[src/rtl/chaser_swarm_obstacle_pkg.sv]
// rtl/chaser_swarm_obstacle_pkg.sv - shared field bounds, state encoding and helpers for the chaser swarm
package chaser_swarm_obstacle_pkg;

    // Playable field, inclusive pixel bounds
    localparam logic [11:0] FIELD_TOP    = 12'd317;
    localparam logic [11:0] FIELD_BOTTOM = 12'd617;
    localparam logic [11:0] FIELD_LEFT   = 12'd361;
    localparam logic [11:0] FIELD_RIGHT  = 12'd661;

    // Spawn points sit this far inside the field corners
    localparam logic [11:0] SPAWN_INSET  = 12'd20;

    localparam logic [11:0] COLOR_BLACK  = 12'h000;
    localparam logic [11:0] COLOR_YELLOW = 12'hff0;

    typedef enum logic [1:0] {
        ST_IDLE  = 2'd0,
        ST_SPAWN = 2'd1,
        ST_CHASE = 2'd2,
        ST_DEATH = 2'd3
    } chaser_state_t;

    // Corner order by idx%4: top-left, bottom-right, top-right, bottom-left
    function automatic logic [11:0] spawn_x(input int idx);
        case (idx % 4)
            0, 3:    return FIELD_LEFT + SPAWN_INSET;
            default: return FIELD_RIGHT - SPAWN_INSET;
        endcase
    endfunction

    function automatic logic [11:0] spawn_y(input int idx);
        case (idx % 4)
            0, 2:    return FIELD_TOP + SPAWN_INSET;
            default: return FIELD_BOTTOM - SPAWN_INSET;
        endcase
    endfunction

    // |px-cx|<=half && |py-cy|<=half, rearranged so nothing is subtracted
    function automatic logic in_square(input logic [11:0] px, input logic [11:0] py,
                                       input logic [11:0] cx, input logic [11:0] cy,
                                       input logic [11:0] half);
        logic x_ok;
        logic y_ok;
        x_ok = (({1'b0, px} + {1'b0, half}) >= {1'b0, cx}) &&
               ({1'b0, px} <= ({1'b0, cx} + {1'b0, half}));
        y_ok = (({1'b0, py} + {1'b0, half}) >= {1'b0, cy}) &&
               ({1'b0, py} <= ({1'b0, cy} + {1'b0, half}));
        return x_ok && y_ok;
    endfunction

endpackage

[src/rtl/chaser_swarm_obstacle_if.sv]
// rtl/chaser_swarm_obstacle_if.sv - pixel chain and game control bundle for the chaser swarm
// master: upstream/game side driving pixel position, colour, mouse and control.
// slave:  the obstacle, returning colour, obstacle coordinates, working and done.
interface chaser_swarm_obstacle_if;
    logic [11:0] hcount_in;
    logic [11:0] vcount_in;
    logic [11:0] rgb_in;
    logic [11:0] mouse_xpos;
    logic [11:0] mouse_ypos;
    logic        done_control;
    logic [3:0]  selected;
    logic        play_selected;
    logic        menu_on;
    logic [11:0] rgb_out;
    logic [11:0] obstacle_x;
    logic [11:0] obstacle_y;
    logic        working;
    logic        done;

    modport master (
        output hcount_in, vcount_in, rgb_in, mouse_xpos, mouse_ypos,
               done_control, selected, play_selected, menu_on,
        input  rgb_out, obstacle_x, obstacle_y, working, done
    );

    modport slave (
        input  hcount_in, vcount_in, rgb_in, mouse_xpos, mouse_ypos,
               done_control, selected, play_selected, menu_on,
        output rgb_out, obstacle_x, obstacle_y, working, done
    );
endinterface

[src/rtl/chaser_swarm_obstacle_axis.sv]
// rtl/chaser_swarm_obstacle_axis.sv - one axis of one enemy: move counter, compare, clamp, step
// Ports: pclk, rst; load/load_pos reseed the position and clear the counter;
// enable lets the axis chase target; pos is the current centre coordinate.
module chaser_axis_step #(
    parameter logic [25:0] DIV = 26'd600000,
    parameter logic [11:0] LO  = 12'd0,
    parameter logic [11:0] HI  = 12'd4095
) (
    input  logic        pclk,
    input  logic        rst,
    input  logic        load,
    input  logic [11:0] load_pos,
    input  logic        enable,
    input  logic [11:0] target,
    output logic [11:0] pos
);

    logic [25:0] move_cnt;

    always_ff @(posedge pclk) begin
        if (rst) begin
            pos      <= '0;
            move_cnt <= '0;
        end else if (load) begin
            pos      <= load_pos;
            move_cnt <= '0;
        end else if (enable) begin
            if (pos == target) begin
                move_cnt <= '0;
            end else if (move_cnt == DIV) begin
                // The counter restarts even when the clamp swallows the step
                move_cnt <= '0;
                if (pos < target) begin
                    if (pos < HI) pos <= pos + 12'd1;
                end else begin
                    if (pos > LO) pos <= pos - 12'd1;
                end
            end else begin
                move_cnt <= move_cnt + 26'd1;
            end
        end
    end

endmodule

[src/rtl/chaser_swarm_obstacle.sv]
// rtl/chaser_swarm_obstacle.sv - N square enemies that spawn, chase the mouse, then shrink away
// Ports: pclk, rst (sync, active-high); bus (slave): hcount_in/vcount_in/rgb_in pixel in,
// mouse_xpos/ypos, done_control start strobe, selected/play_selected/menu_on control;
// rgb_out, obstacle_x/y, working, done out, all registered.
module chaser_swarm_obstacle
    import chaser_swarm_obstacle_pkg::*;
#(
    parameter int                    N_ENEMY      = 4,
    parameter int                    SIZE_MAX     = 15,
    parameter int                    GROWTH_DIV   = 3200000,
    parameter int                    MOVE_DIV     = 600000,
    parameter int                    TIME_LIMIT   = 650000000,
    parameter logic [3:0]            SELECT_CODE  = 4'b0101,
    parameter logic [12*N_ENEMY-1:0] ENEMY_COLORS = {N_ENEMY{12'hff0}}
) (
    input logic                      pclk,
    input logic                      rst,
    chaser_swarm_obstacle_if.slave   bus
);

    localparam logic [11:0] BORDER_MAX  = 12'(SIZE_MAX);
    localparam logic [11:0] TARGET_OFS  = 12'(SIZE_MAX / 2);
    localparam logic [25:0] GROWTH_LAST = 26'(GROWTH_DIV);
    localparam logic [30:0] TIME_LAST   = 31'(TIME_LIMIT - 1);
    localparam logic [11:0] X_LO        = 12'(FIELD_LEFT + 12'(SIZE_MAX));
    localparam logic [11:0] X_HI        = 12'(FIELD_RIGHT - 12'(SIZE_MAX));
    localparam logic [11:0] Y_LO        = 12'(FIELD_TOP + 12'(SIZE_MAX));
    localparam logic [11:0] Y_HI        = 12'(FIELD_BOTTOM - 12'(SIZE_MAX));

    chaser_state_t state;
    logic [11:0]   border;
    logic [25:0]   growth_cnt;
    logic [30:0]   time_cnt;
    logic          working_q;
    logic          done_q;
    logic [11:0]   rgb_q;
    logic [11:0]   obs_x_q;
    logic [11:0]   obs_y_q;

    logic [11:0]   cx [N_ENEMY];
    logic [11:0]   cy [N_ENEMY];
    logic [11:0]   target_x;
    logic [11:0]   target_y;
    logic          abort;
    logic          load_spawn;
    logic          move_en;
    logic          hit;
    logic [11:0]   hit_color;

    assign abort      = bus.menu_on || !bus.play_selected;
    assign load_spawn = (state == ST_IDLE) && bus.done_control;
    // Enemies freeze on the cycle an abort is taken
    assign move_en    = (state == ST_CHASE) && !abort;
    assign target_x   = bus.mouse_xpos + TARGET_OFS;
    assign target_y   = bus.mouse_ypos + TARGET_OFS;

    for (genvar gi = 0; gi < N_ENEMY; gi++) begin : g_enemy
        chaser_axis_step #(
            .DIV (26'(MOVE_DIV / (gi + 1))),
            .LO  (X_LO),
            .HI  (X_HI)
        ) u_x (
            .pclk     (pclk),
            .rst      (rst),
            .load     (load_spawn),
            .load_pos (spawn_x(gi)),
            .enable   (move_en),
            .target   (target_x),
            .pos      (cx[gi])
        );
        chaser_axis_step #(
            .DIV (26'(MOVE_DIV / (gi + 1))),
            .LO  (Y_LO),
            .HI  (Y_HI)
        ) u_y (
            .pclk     (pclk),
            .rst      (rst),
            .load     (load_spawn),
            .load_pos (spawn_y(gi)),
            .enable   (move_en),
            .target   (target_y),
            .pos      (cy[gi])
        );
    end

    always_ff @(posedge pclk) begin
        if (rst) begin
            state      <= ST_IDLE;
            border     <= '0;
            growth_cnt <= '0;
            time_cnt   <= '0;
            working_q  <= 1'b0;
            done_q     <= 1'b0;
        end else begin
            done_q <= 1'b0;
            if (state != ST_IDLE && abort) begin
                state     <= ST_IDLE;
                working_q <= 1'b0;
            end else begin
                case (state)
                    ST_IDLE: begin
                        working_q <= 1'b0;
                        if (bus.done_control) begin
                            border     <= '0;
                            growth_cnt <= '0;
                            time_cnt   <= '0;
                            if (bus.selected == SELECT_CODE && bus.play_selected) begin
                                state     <= ST_SPAWN;
                                working_q <= 1'b1;
                            end
                        end
                    end
                    ST_SPAWN: begin
                        if (border == BORDER_MAX) begin
                            state <= ST_CHASE;
                        end else if (growth_cnt == GROWTH_LAST) begin
                            growth_cnt <= '0;
                            border     <= border + 12'd1;
                        end else begin
                            growth_cnt <= growth_cnt + 26'd1;
                        end
                    end
                    ST_CHASE: begin
                        // Exactly TIME_LIMIT clocks are spent chasing
                        time_cnt <= time_cnt + 31'd1;
                        if (time_cnt == TIME_LAST) begin
                            state      <= ST_DEATH;
                            growth_cnt <= '0;
                        end
                    end
                    ST_DEATH: begin
                        if (border == '0) begin
                            state     <= ST_IDLE;
                            working_q <= 1'b0;
                            done_q    <= 1'b1;
                        end else if (growth_cnt == GROWTH_LAST) begin
                            growth_cnt <= '0;
                            border     <= border - 12'd1;
                        end else begin
                            growth_cnt <= growth_cnt + 26'd1;
                        end
                    end
                    default: begin
                        state     <= ST_IDLE;
                        working_q <= 1'b0;
                    end
                endcase
            end
        end
    end

    // Scan from the top index down so the lowest overlapping enemy wins
    always_comb begin
        hit       = 1'b0;
        hit_color = COLOR_BLACK;
        for (int i = N_ENEMY - 1; i >= 0; i--) begin
            if (in_square(bus.hcount_in, bus.vcount_in, cx[i], cy[i], border)) begin
                hit       = 1'b1;
                hit_color = ENEMY_COLORS[12*i +: 12];
            end
        end
    end

    always_ff @(posedge pclk) begin
        if (rst) begin
            rgb_q   <= '0;
            obs_x_q <= '0;
            obs_y_q <= '0;
        end else begin
            rgb_q   <= (state != ST_IDLE && hit) ? hit_color : bus.rgb_in;
            obs_x_q <= (state == ST_CHASE && hit) ? bus.hcount_in : 12'd0;
            obs_y_q <= (state == ST_CHASE && hit) ? bus.vcount_in : 12'd0;
        end
    end

    assign bus.rgb_out    = rgb_q;
    assign bus.obstacle_x = obs_x_q;
    assign bus.obstacle_y = obs_y_q;
    assign bus.working    = working_q;
    assign bus.done       = done_q;

endmodule

[src/flat_wrapper.sv]
// flat-port wrapper written by rule: the top's interface ports become plain ports
module chaser_swarm_obstacle_flat import chaser_swarm_obstacle_pkg::*;
#(
    parameter int                    N_ENEMY      = 4,
    parameter int                    SIZE_MAX     = 15,
    parameter int                    GROWTH_DIV   = 3200000,
    parameter int                    MOVE_DIV     = 600000,
    parameter int                    TIME_LIMIT   = 650000000,
    parameter logic [3:0]            SELECT_CODE  = 4'b0101,
    parameter logic [12*N_ENEMY-1:0] ENEMY_COLORS = {N_ENEMY{12'hff0}}
)
  (pclk, rst, bus_hcount_in, bus_vcount_in, bus_rgb_in, bus_mouse_xpos, bus_mouse_ypos, bus_done_control, bus_selected, bus_play_selected, bus_menu_on, bus_rgb_out, bus_obstacle_x, bus_obstacle_y, bus_working, bus_done);
  chaser_swarm_obstacle_if bus_i ();
  input logic pclk;
  input logic rst;
  input wire logic [$bits(bus_i.hcount_in)-1:0] bus_hcount_in;
  input wire logic [$bits(bus_i.vcount_in)-1:0] bus_vcount_in;
  input wire logic [$bits(bus_i.rgb_in)-1:0] bus_rgb_in;
  input wire logic [$bits(bus_i.mouse_xpos)-1:0] bus_mouse_xpos;
  input wire logic [$bits(bus_i.mouse_ypos)-1:0] bus_mouse_ypos;
  input wire logic [$bits(bus_i.done_control)-1:0] bus_done_control;
  input wire logic [$bits(bus_i.selected)-1:0] bus_selected;
  input wire logic [$bits(bus_i.play_selected)-1:0] bus_play_selected;
  input wire logic [$bits(bus_i.menu_on)-1:0] bus_menu_on;
  output wire logic [$bits(bus_i.rgb_out)-1:0] bus_rgb_out;
  output wire logic [$bits(bus_i.obstacle_x)-1:0] bus_obstacle_x;
  output wire logic [$bits(bus_i.obstacle_y)-1:0] bus_obstacle_y;
  output wire logic [$bits(bus_i.working)-1:0] bus_working;
  output wire logic [$bits(bus_i.done)-1:0] bus_done;
  assign bus_i.hcount_in = bus_hcount_in;
  assign bus_i.vcount_in = bus_vcount_in;
  assign bus_i.rgb_in = bus_rgb_in;
  assign bus_i.mouse_xpos = bus_mouse_xpos;
  assign bus_i.mouse_ypos = bus_mouse_ypos;
  assign bus_i.done_control = bus_done_control;
  assign bus_i.selected = bus_selected;
  assign bus_i.play_selected = bus_play_selected;
  assign bus_i.menu_on = bus_menu_on;
  assign bus_rgb_out = bus_i.rgb_out;
  assign bus_obstacle_x = bus_i.obstacle_x;
  assign bus_obstacle_y = bus_i.obstacle_y;
  assign bus_working = bus_i.working;
  assign bus_done = bus_i.done;
  chaser_swarm_obstacle #(.N_ENEMY(N_ENEMY), .SIZE_MAX(SIZE_MAX), .GROWTH_DIV(GROWTH_DIV), .MOVE_DIV(MOVE_DIV), .TIME_LIMIT(TIME_LIMIT), .SELECT_CODE(SELECT_CODE), .ENEMY_COLORS(ENEMY_COLORS)) u_core (.pclk(pclk), .rst(rst), .bus(bus_i));
endmodule
[config.mk]
export PLATFORM = sky130hd
export DESIGN_NAME = chaser_swarm_obstacle_flat
export DESIGN_NICKNAME = d
export VERILOG_FILES = /design/src/rtl/chaser_swarm_obstacle_pkg.sv /design/src/rtl/chaser_swarm_obstacle_if.sv /design/src/rtl/chaser_swarm_obstacle_axis.sv /design/src/rtl/chaser_swarm_obstacle.sv /design/src/flat_wrapper.sv
export SDC_FILE = /design/constraint.sdc
export NUM_CORES = 2
export LEC_CHECK = 0
export BUFFER_PORTS_ARGS = -buffer_cell sky130_fd_sc_hd__buf_2
export CAP_MARGIN = 20
export CORE_MARGIN = 5
export CORE_UTILIZATION = 51
export DETAILED_ROUTE_END_ITERATION = 16
export PLACE_DENSITY_LB_ADDON = 0.15
export SYNTH_ARGS = -nofsm -noshare
export SYNTH_HDL_FRONTEND = slang
export SYNTH_SLANG_ARGS = --single-unit
[constraint.sdc]
create_clock -name pclk -period 6.8 [get_ports pclk]
set_clock_uncertainty 0.2 [all_clocks]
set_input_delay 0 -clock pclk [delete_from_list [all_inputs] [get_ports pclk]]
set_output_delay 0 -clock pclk [all_outputs]
set_load 0.005 [all_outputs]
### After elaboration in Yosys (flattened, before gate mapping)

Index checks and enable logic that the tools add are counted.

* logic and storage cells: 363
* bits in registers: 413
* output and inout port bits: 38

* equality and inequality tests: 56
* add/subtract/negate cells: 40
* reductions and logical operators: 77
* multiplexer cells: 106
* $lt $le $gt $ge: 40
* bitwise operators: 11

Operators by type and width (count)
* 2-to-1 mux 26 bit: 21
* 2-to-1 mux 12 bit: 34
* adder 26 x 1 -> 26 bit (second input constant): 9
* 2-to-1 mux 10 bit: 16
* 2-to-1 mux 9 bit: 16
* adder 12 x 12 -> 13 bit: 10
* adder 12 x 1 -> 12 bit (second input constant): 9
* subtractor 12 x 1 -> 12 bit (second input constant): 9
* equality test 26 x 18 -> 1 bit (second input constant): 4
* greater-or-equal comparator 13 x 12 -> 1 bit: 8
* <= comparator 12 x 13 -> 1 bit: 8
* one-hot mux 26 bit (4 select lines): 1
* equality test 12 bit: 8
* > comparator 12 x 9 -> 1 bit (second input constant): 8
* less-than comparator 12 x 10 -> 1 bit (second input constant): 8
* less-than comparator 12 bit: 8
* AND reduction 5 bit: 18
* one-hot mux 31 bit (2 select lines): 1
* equality test 26 x 19 -> 1 bit (second input constant): 2
* equality test 26 x 20 -> 1 bit (second input constant): 2
* != test 2 x 1 -> 1 bit (second input constant): 20
* nonzero test 2 bit: 20
* one-hot mux 12 bit (3 select lines): 1
* adder 31 x 1 -> 31 bit (second input constant): 1
* 27 further kinds: 88

### Longest topological paths before layout

* depth in word-level cells: 11
* gate-level depth with buffers: 22
* depth with buffers taken out: 22

### Modules after synthesis

A second synthesis with hierarchy kept.

* cells, all modules: 4424
* area total of the unflattened synthesis: 35818.1 um^2

By module, submodules not included
* chaser_swarm_obstacle: seq. area each 2182.1 um^2, times used 1, area an instance 14492.6 um^2, cells an instance 1820
* chaser_axis_step (u_core.g_enemy[0].u_x): seq. area each 760.7 um^2, times used 1, area an instance 2796.4 um^2, cells an instance 351
* chaser_axis_step (u_core.g_enemy[2].u_y): seq. area each 760.7 um^2, times used 1, area an instance 2740.1 um^2, cells an instance 326
* chaser_axis_step (u_core.g_enemy[0].u_y): seq. area each 760.7 um^2, times used 1, area an instance 2682.6 um^2, cells an instance 334
* chaser_axis_step (u_core.g_enemy[3].u_y): seq. area each 760.7 um^2, times used 1, area an instance 2635.0 um^2, cells an instance 331
* chaser_axis_step (u_core.g_enemy[3].u_x): seq. area each 760.7 um^2, times used 1, area an instance 2632.5 um^2, cells an instance 319
* chaser_axis_step (u_core.g_enemy[2].u_x): seq. area each 760.7 um^2, times used 1, area an instance 2622.5 um^2, cells an instance 317
* chaser_axis_step (u_core.g_enemy[1].u_y): seq. area each 760.7 um^2, times used 1, area an instance 2616.3 um^2, cells an instance 313
* chaser_axis_step (u_core.g_enemy[1].u_x): seq. area each 760.7 um^2, times used 1, area an instance 2600.0 um^2, cells an instance 313

### Worst setup path after synthesis

Ideal clock, no wire load.

* path kind: reg2reg
* start: register u_core.border[1]
* end: register u_core.rgb_q[10], in the netlist u_core.bus.rgb_out[10]
* clock period less this slack: 5.228 ns
* data required time: 6.457 ns
* stages on the path, launching flop included: 20
* path buffers: 1
* path slack: 1.572 ns
* arrival: 4.885 ns
* path through: dfxtp_1 > ha_1 > a21o_1 > a21oi_1 > o21bai_1 > a21oi_1 > nor2b_1 > o21a_1 > o31a_1 > o41ai_1 > xnor2_1 > ha_1 > or4_1 > a211o_1 > a41oi_1 > o31a_1 > a221oi_1 > a32oi_1 > clkbuf_1 > a41oi_1

* longest elaborated chain between the ends: 10

RTL lines
* start, declared: RTL line chaser_swarm_obstacle.sv:31 `logic [11:0] border;`
* start signal, assigned: RTL line chaser_swarm_obstacle.sv:118 `border <= border + 12'd1;`
* start signal, assigned: RTL line chaser_swarm_obstacle.sv:138 `border <= border - 12'd1;`
* adder 12 x 12 -> 13 bit, on equally long branches
* greater-or-equal comparator 13 x 12 -> 1 bit (tied with other cells): RTL line chaser_swarm_obstacle_pkg.sv:44 `x_ok = (({1'b0, px} + {1'b0, half}) >= {1'b0, cx}) &&`
* logical AND 1 bit, on equally long branches: RTL line chaser_swarm_obstacle_pkg.sv:44, chaser_swarm_obstacle_pkg.sv:46
* logical AND 1 bit: RTL line chaser_swarm_obstacle_pkg.sv:48 `return x_ok && y_ok;`
* 2-to-1 mux 1 bit (4 in series): RTL line chaser_swarm_obstacle.sv:157 `if (in_square(bus.hcount_in, bus.vcount_in, cx[i], cy[i], border)) begin`
* logical AND 1 bit: RTL line chaser_swarm_obstacle.sv:170 `rgb_q <= (state != ST_IDLE && hit) ? hit_color : bus.rgb_in;`
* 2-to-1 mux 12 bit *: RTL line chaser_swarm_obstacle.sv:170
* end signal, assigned: RTL line chaser_swarm_obstacle.sv:170
* end, declared: RTL line chaser_swarm_obstacle.sv:36 `logic [11:0] rgb_q;`

Every way passes the cells marked *; elsewhere a longest branch is shown, timed or not.
A chain may end at the register's enable or synchronous reset.

### Final worst setup path

* start: register u_core.border[1]
* end: register u_core.rgb_q[8], in the netlist u_core.bus.rgb_out[8]

Same word-level chain as after synthesis.

==> flow_metrics.env <==
export IMPL_gp_congestion=0.927
export IMPL_status="finished clean"
export IMPL_worst_slew_margin_rel_pct=32.0
export IMPL_cts_max_level=2
export IMPL_worst_slack_ns=0.552
export IMPL_overflow=0
export IMPL_grt_pass1_wl_um=163000
export IMPL_cts_tree="built"
export IMPL_async_flop_share_pct=0
export IMPL_path_cells="buf_4, ha_1, a21o_1, a21oi_1, o21ai_0, a21oi_1, o21bai_1, a2111oi_0, o21bai_1, a21oi_1, xor2_1, ha_1, nand3_1, nor2_1, a221oi_1, o31ai_1, nor2_1, a311oi_1, o21ai_2, a41oi_1, dlygate4sd3_1"
export IMPL_endpoint_kind="register"
export IMPL_yosys_warnings=0
export IMPL_stdcell_count=5580
export IMPL_antenna_left=0
export IMPL_placed_cells_incl_taps=5429
export IMPL_setup_viol=0
export IMPL_synthFlopType="dfxtp_1"
export IMPL_cts_root_buf="clkbuf_16"
export IMPL_rrSetupSlack_ns=0.55
export IMPL_power_density_nw_per_um2=177
export IMPL_syn_area_um2=35800
export IMPL_worstHoldEndpoint="u_core.bus.obstacle_y[8]$_SDFF_PP0_"
export IMPL_synth_fp_nets=5061
export IMPL_r2r_end="u_core.bus.rgb_out[8]$_SDFF_PP0_"
export IMPL_worstPathMaxFanout=18
export IMPL_grt_max_degree=143
export IMPL_post_drt_wl_per_cell_um=18.5
export IMPL_leakage_uw=0.0162
export IMPL_synth_edf_count=0
export IMPL_cts_sinks=413
export IMPL_vias_per_cell=6.03
export IMPL_fin_crit_sh_pct=91.9
export IMPL_ys_types=95
export IMPL_syn_to_final_growth_pct=11.1
export IMPL_period_needed_ns=6.25
export IMPL_core_area_um2=69800
export IMPL_numCtsBuffers=49
export IMPL_grt_antenna_before_repair=0
export IMPL_vias=33654
export IMPL_yosysSeqAreaShare_pct=23.1
export IMPL_grt_use_total_pct=26.1
export IMPL_first_pass_iters=5
export IMPL_syn_area_per_cell_um2=7.98
export IMPL_dpl_hpwl_um=73400
export IMPL_fin_setup_tns_ns=0
export IMPL_start_util_pct=51.3
export IMPL_multi_input_area_um2=26100
export IMPL_worst_pin_slew_ns=1.02
export IMPL_post_cts_buffers=0
export IMPL_fp_row_count=97
export IMPL_crit_top_cell="a21oi_1"
export IMPL_drive_gt1_share_pct=6.53
export IMPL_nFillCells=6433
export IMPL_ys_ff_latch=413
export IMPL_postRouteWirelength_um=103000
export IMPL_ff2ff_path_depth=21
export IMPL_path_class="register to register"
export IMPL_fmax_mhz=160
export IMPL_hold_class="input port to register"
export IMPL_clock_insertion_delay_worst_skew_ns=0.62
export IMPL_grt_pass1_vias=30943
export IMPL_synthesis_instances=4482
export IMPL_portBuffers=106
export IMPL_rsz0062_at_grt="false"
export IMPL_holdCritStartpoint="bus_vcount_in[8]"
export IMPL_crit_family="compound AO/OA/AOI/OAI gates"
export IMPL_finalHoldViolCount=0
export IMPL_finalMaxSlewViolations=0
export IMPL_io_pins=107
export IMPL_drt_iter0_markers=2458
export IMPL_cap_violations=0
export IMPL_mostFrequentLayoutCell="ha_1"
export IMPL_preCtsSetupSlack_ns=0.875
export IMPL_final_cell_mix="ha_1, nor2_1, a21oi_1, dfxtp_1, o21ai_0"
export IMPL_regArea_um2=8270
export IMPL_worst_endpoint_arrival_ns=6.54
export IMPL_diodes=0
export IMPL_clk_pin_slew_ns=0.06
export IMPL_dieHeight_um=275
export IMPL_irDropWorstVdd_uv=162
export IMPL_dieArea_um2=75600
export IMPL_r2r_start="u_core.border[1]$_SDFFE_PP0P_"
export IMPL_worstSetupStartpointType="register"
export IMPL_cts_path_max_buffers=3
export IMPL_drc=0
export IMPL_die_w_um=275
export IMPL_cp_slowest_cell="o21ai_2"
export IMPL_slowest_delay_ns=0.75
export IMPL_final_nets=5180
export IMPL_crit_buf_inv=2
export IMPL_worst_endpoint_required_ns=7.09
export IMPL_whs_path_depth=4
-- metal layers --
| metal | routed length (um) | share of wire [%] | GRT usage [%] | vias to the layer above |
|---|---|---|---|---|
| li1 | - | - | - | 16805 |
| met1 | 46800 | 45 | 35.1 | 15716 |
| met2 | 47000 | 46 | 43.8 | 937 |
| met3 | 6200 | 6.0 | 3.26 | 196 |
| met4 | 3200 | 3.1 | 8.03 | 0 |
| met5 | 0 | 0 | 0 | - |
-- cell usage after synthesis (all sizes together), types with 77 or more instances --
master	instances	area, um^2
ha	491	6140
nor2	437	1640
a21oi	420	2120
dfxtp	413	8270
o21ai	314	1570
nand2	255	957
inv	238	893
xnor2	140	1230
nand3	135	676
clkbuf	121	454
nor3	105	526
xor2	103	902
a21o	94	706
and3	93	582
nor2b	79	494
a31oi	78	488
nand4	77	503
-- cell type report --
| class | instances | share of cell area [%] |
|---|---|---|
| clock buffers | 55 | 3.27 |
| clock inverters | 35 | 1.42 |
| inverters | 238 | 2.25 |
| multi-input cells | 3688 | 65.6 |
| flip-flops and latches | 413 | 20.8 |
| well taps | 940 | 2.96 |
| repair buffers | 211 | 3.75 |
-- flip-flops by register name, summed over array words and instances, names as in the netlist --
register,cells
u_core.bus.working,1
u_core.g_enemy.u_y.move_cnt,104
u_core.g_enemy.u_y.pos,48
u_core.bus.rgb_out,12
u_core.g_enemy.u_x.move_cnt,104
u_core.bus.done,1
u_core.growth_cnt,26
u_core.state,2
u_core.border,12
u_core.g_enemy.u_x.pos,48
u_core.bus.obstacle_y,12
u_core.time_cnt,31
u_core.bus.obstacle_x,12
-- cells by family after synthesis --
group | Yosys count | synth area share, %
compound gates | 1262 | 21.9
xor+xnor | 267 | 7.48
fa+ha+maj | 529 | 18.8
buf+inv | 381 | 4.17
flops | 413 | 23.1
mux | 59 | 1.73
simple gates | 1571 | 22.8
-- worst reg2reg max path: stages (launching register included) --
cell and delay, ns:
dfxtp_1 0.57, buf_4 0.30, ha_1 0.26, a21o_1 0.17, a21oi_1 0.20, o21ai_0 0.10
a21oi_1 0.22, o21bai_1 0.14, a2111oi_0 0.54, o21bai_1 0.15, a21oi_1 0.22, xor2_1 0.17
ha_1 0.26, nand3_1 0.12, nor2_1 0.07, a221oi_1 0.27, o31ai_1 0.12, nor2_1 0.22
a311oi_1 0.17, o21ai_2 0.76, a41oi_1 0.27, dlygate4sd3_1 0.62
-- report_power, final --
part	switching (uW)	total (uW)	internal [uW]
Combinational	795	1360	569
Clock	1160	3050	1890
Sequential	159	2640	2480
-- through the flow --
step	power [uW]	cell area [um^2]	hold WS, ns	util, %
floorplan	3580	35800	-0.0838	-
global placement	3980	37300	0.0833	53.4
detailed placement	4000	37300	0.0934	53.4
CTS	7100	39800	0.0908	57.0
global route	7400	39800	0.115	57.0
finish	7060	39800	0.120	57.0
-- what timing repair did --
action                                  in CTS  in global routing
hold buffers                                61                  0
endpoints found under the setup margin       0                  2
endpoints found under the hold margin       96                  0
resized for setup                            0                  1
-- worst max-delay path by stage --
stage	from	end	slack, ns	cells after the start
after floorplan	u_core.border[1]$_SDFFE_PP0P_	u_core.bus.rgb_out[10]$_SDFF_PP0_	1.57	19
after global placement	u_core.border[1]$_SDFFE_PP0P_	u_core.bus.obstacle_x[1]$_SDFF_PP0_	0.97	20
after detailed placement	u_core.border[1]$_SDFFE_PP0P_	u_core.bus.obstacle_x[4]$_SDFF_PP0_	0.88	21
after CTS	u_core.border[1]$_SDFFE_PP0P_	u_core.bus.rgb_out[8]$_SDFF_PP0_	0.57	21
after global routing	u_core.border[1]$_SDFFE_PP0P_	u_core.bus.rgb_out[11]$_SDFF_PP0_	0.11	21
final	u_core.border[1]$_SDFFE_PP0P_	u_core.bus.rgb_out[8]$_SDFF_PP0_	0.55	21
(Power assumes the default switching activity.)
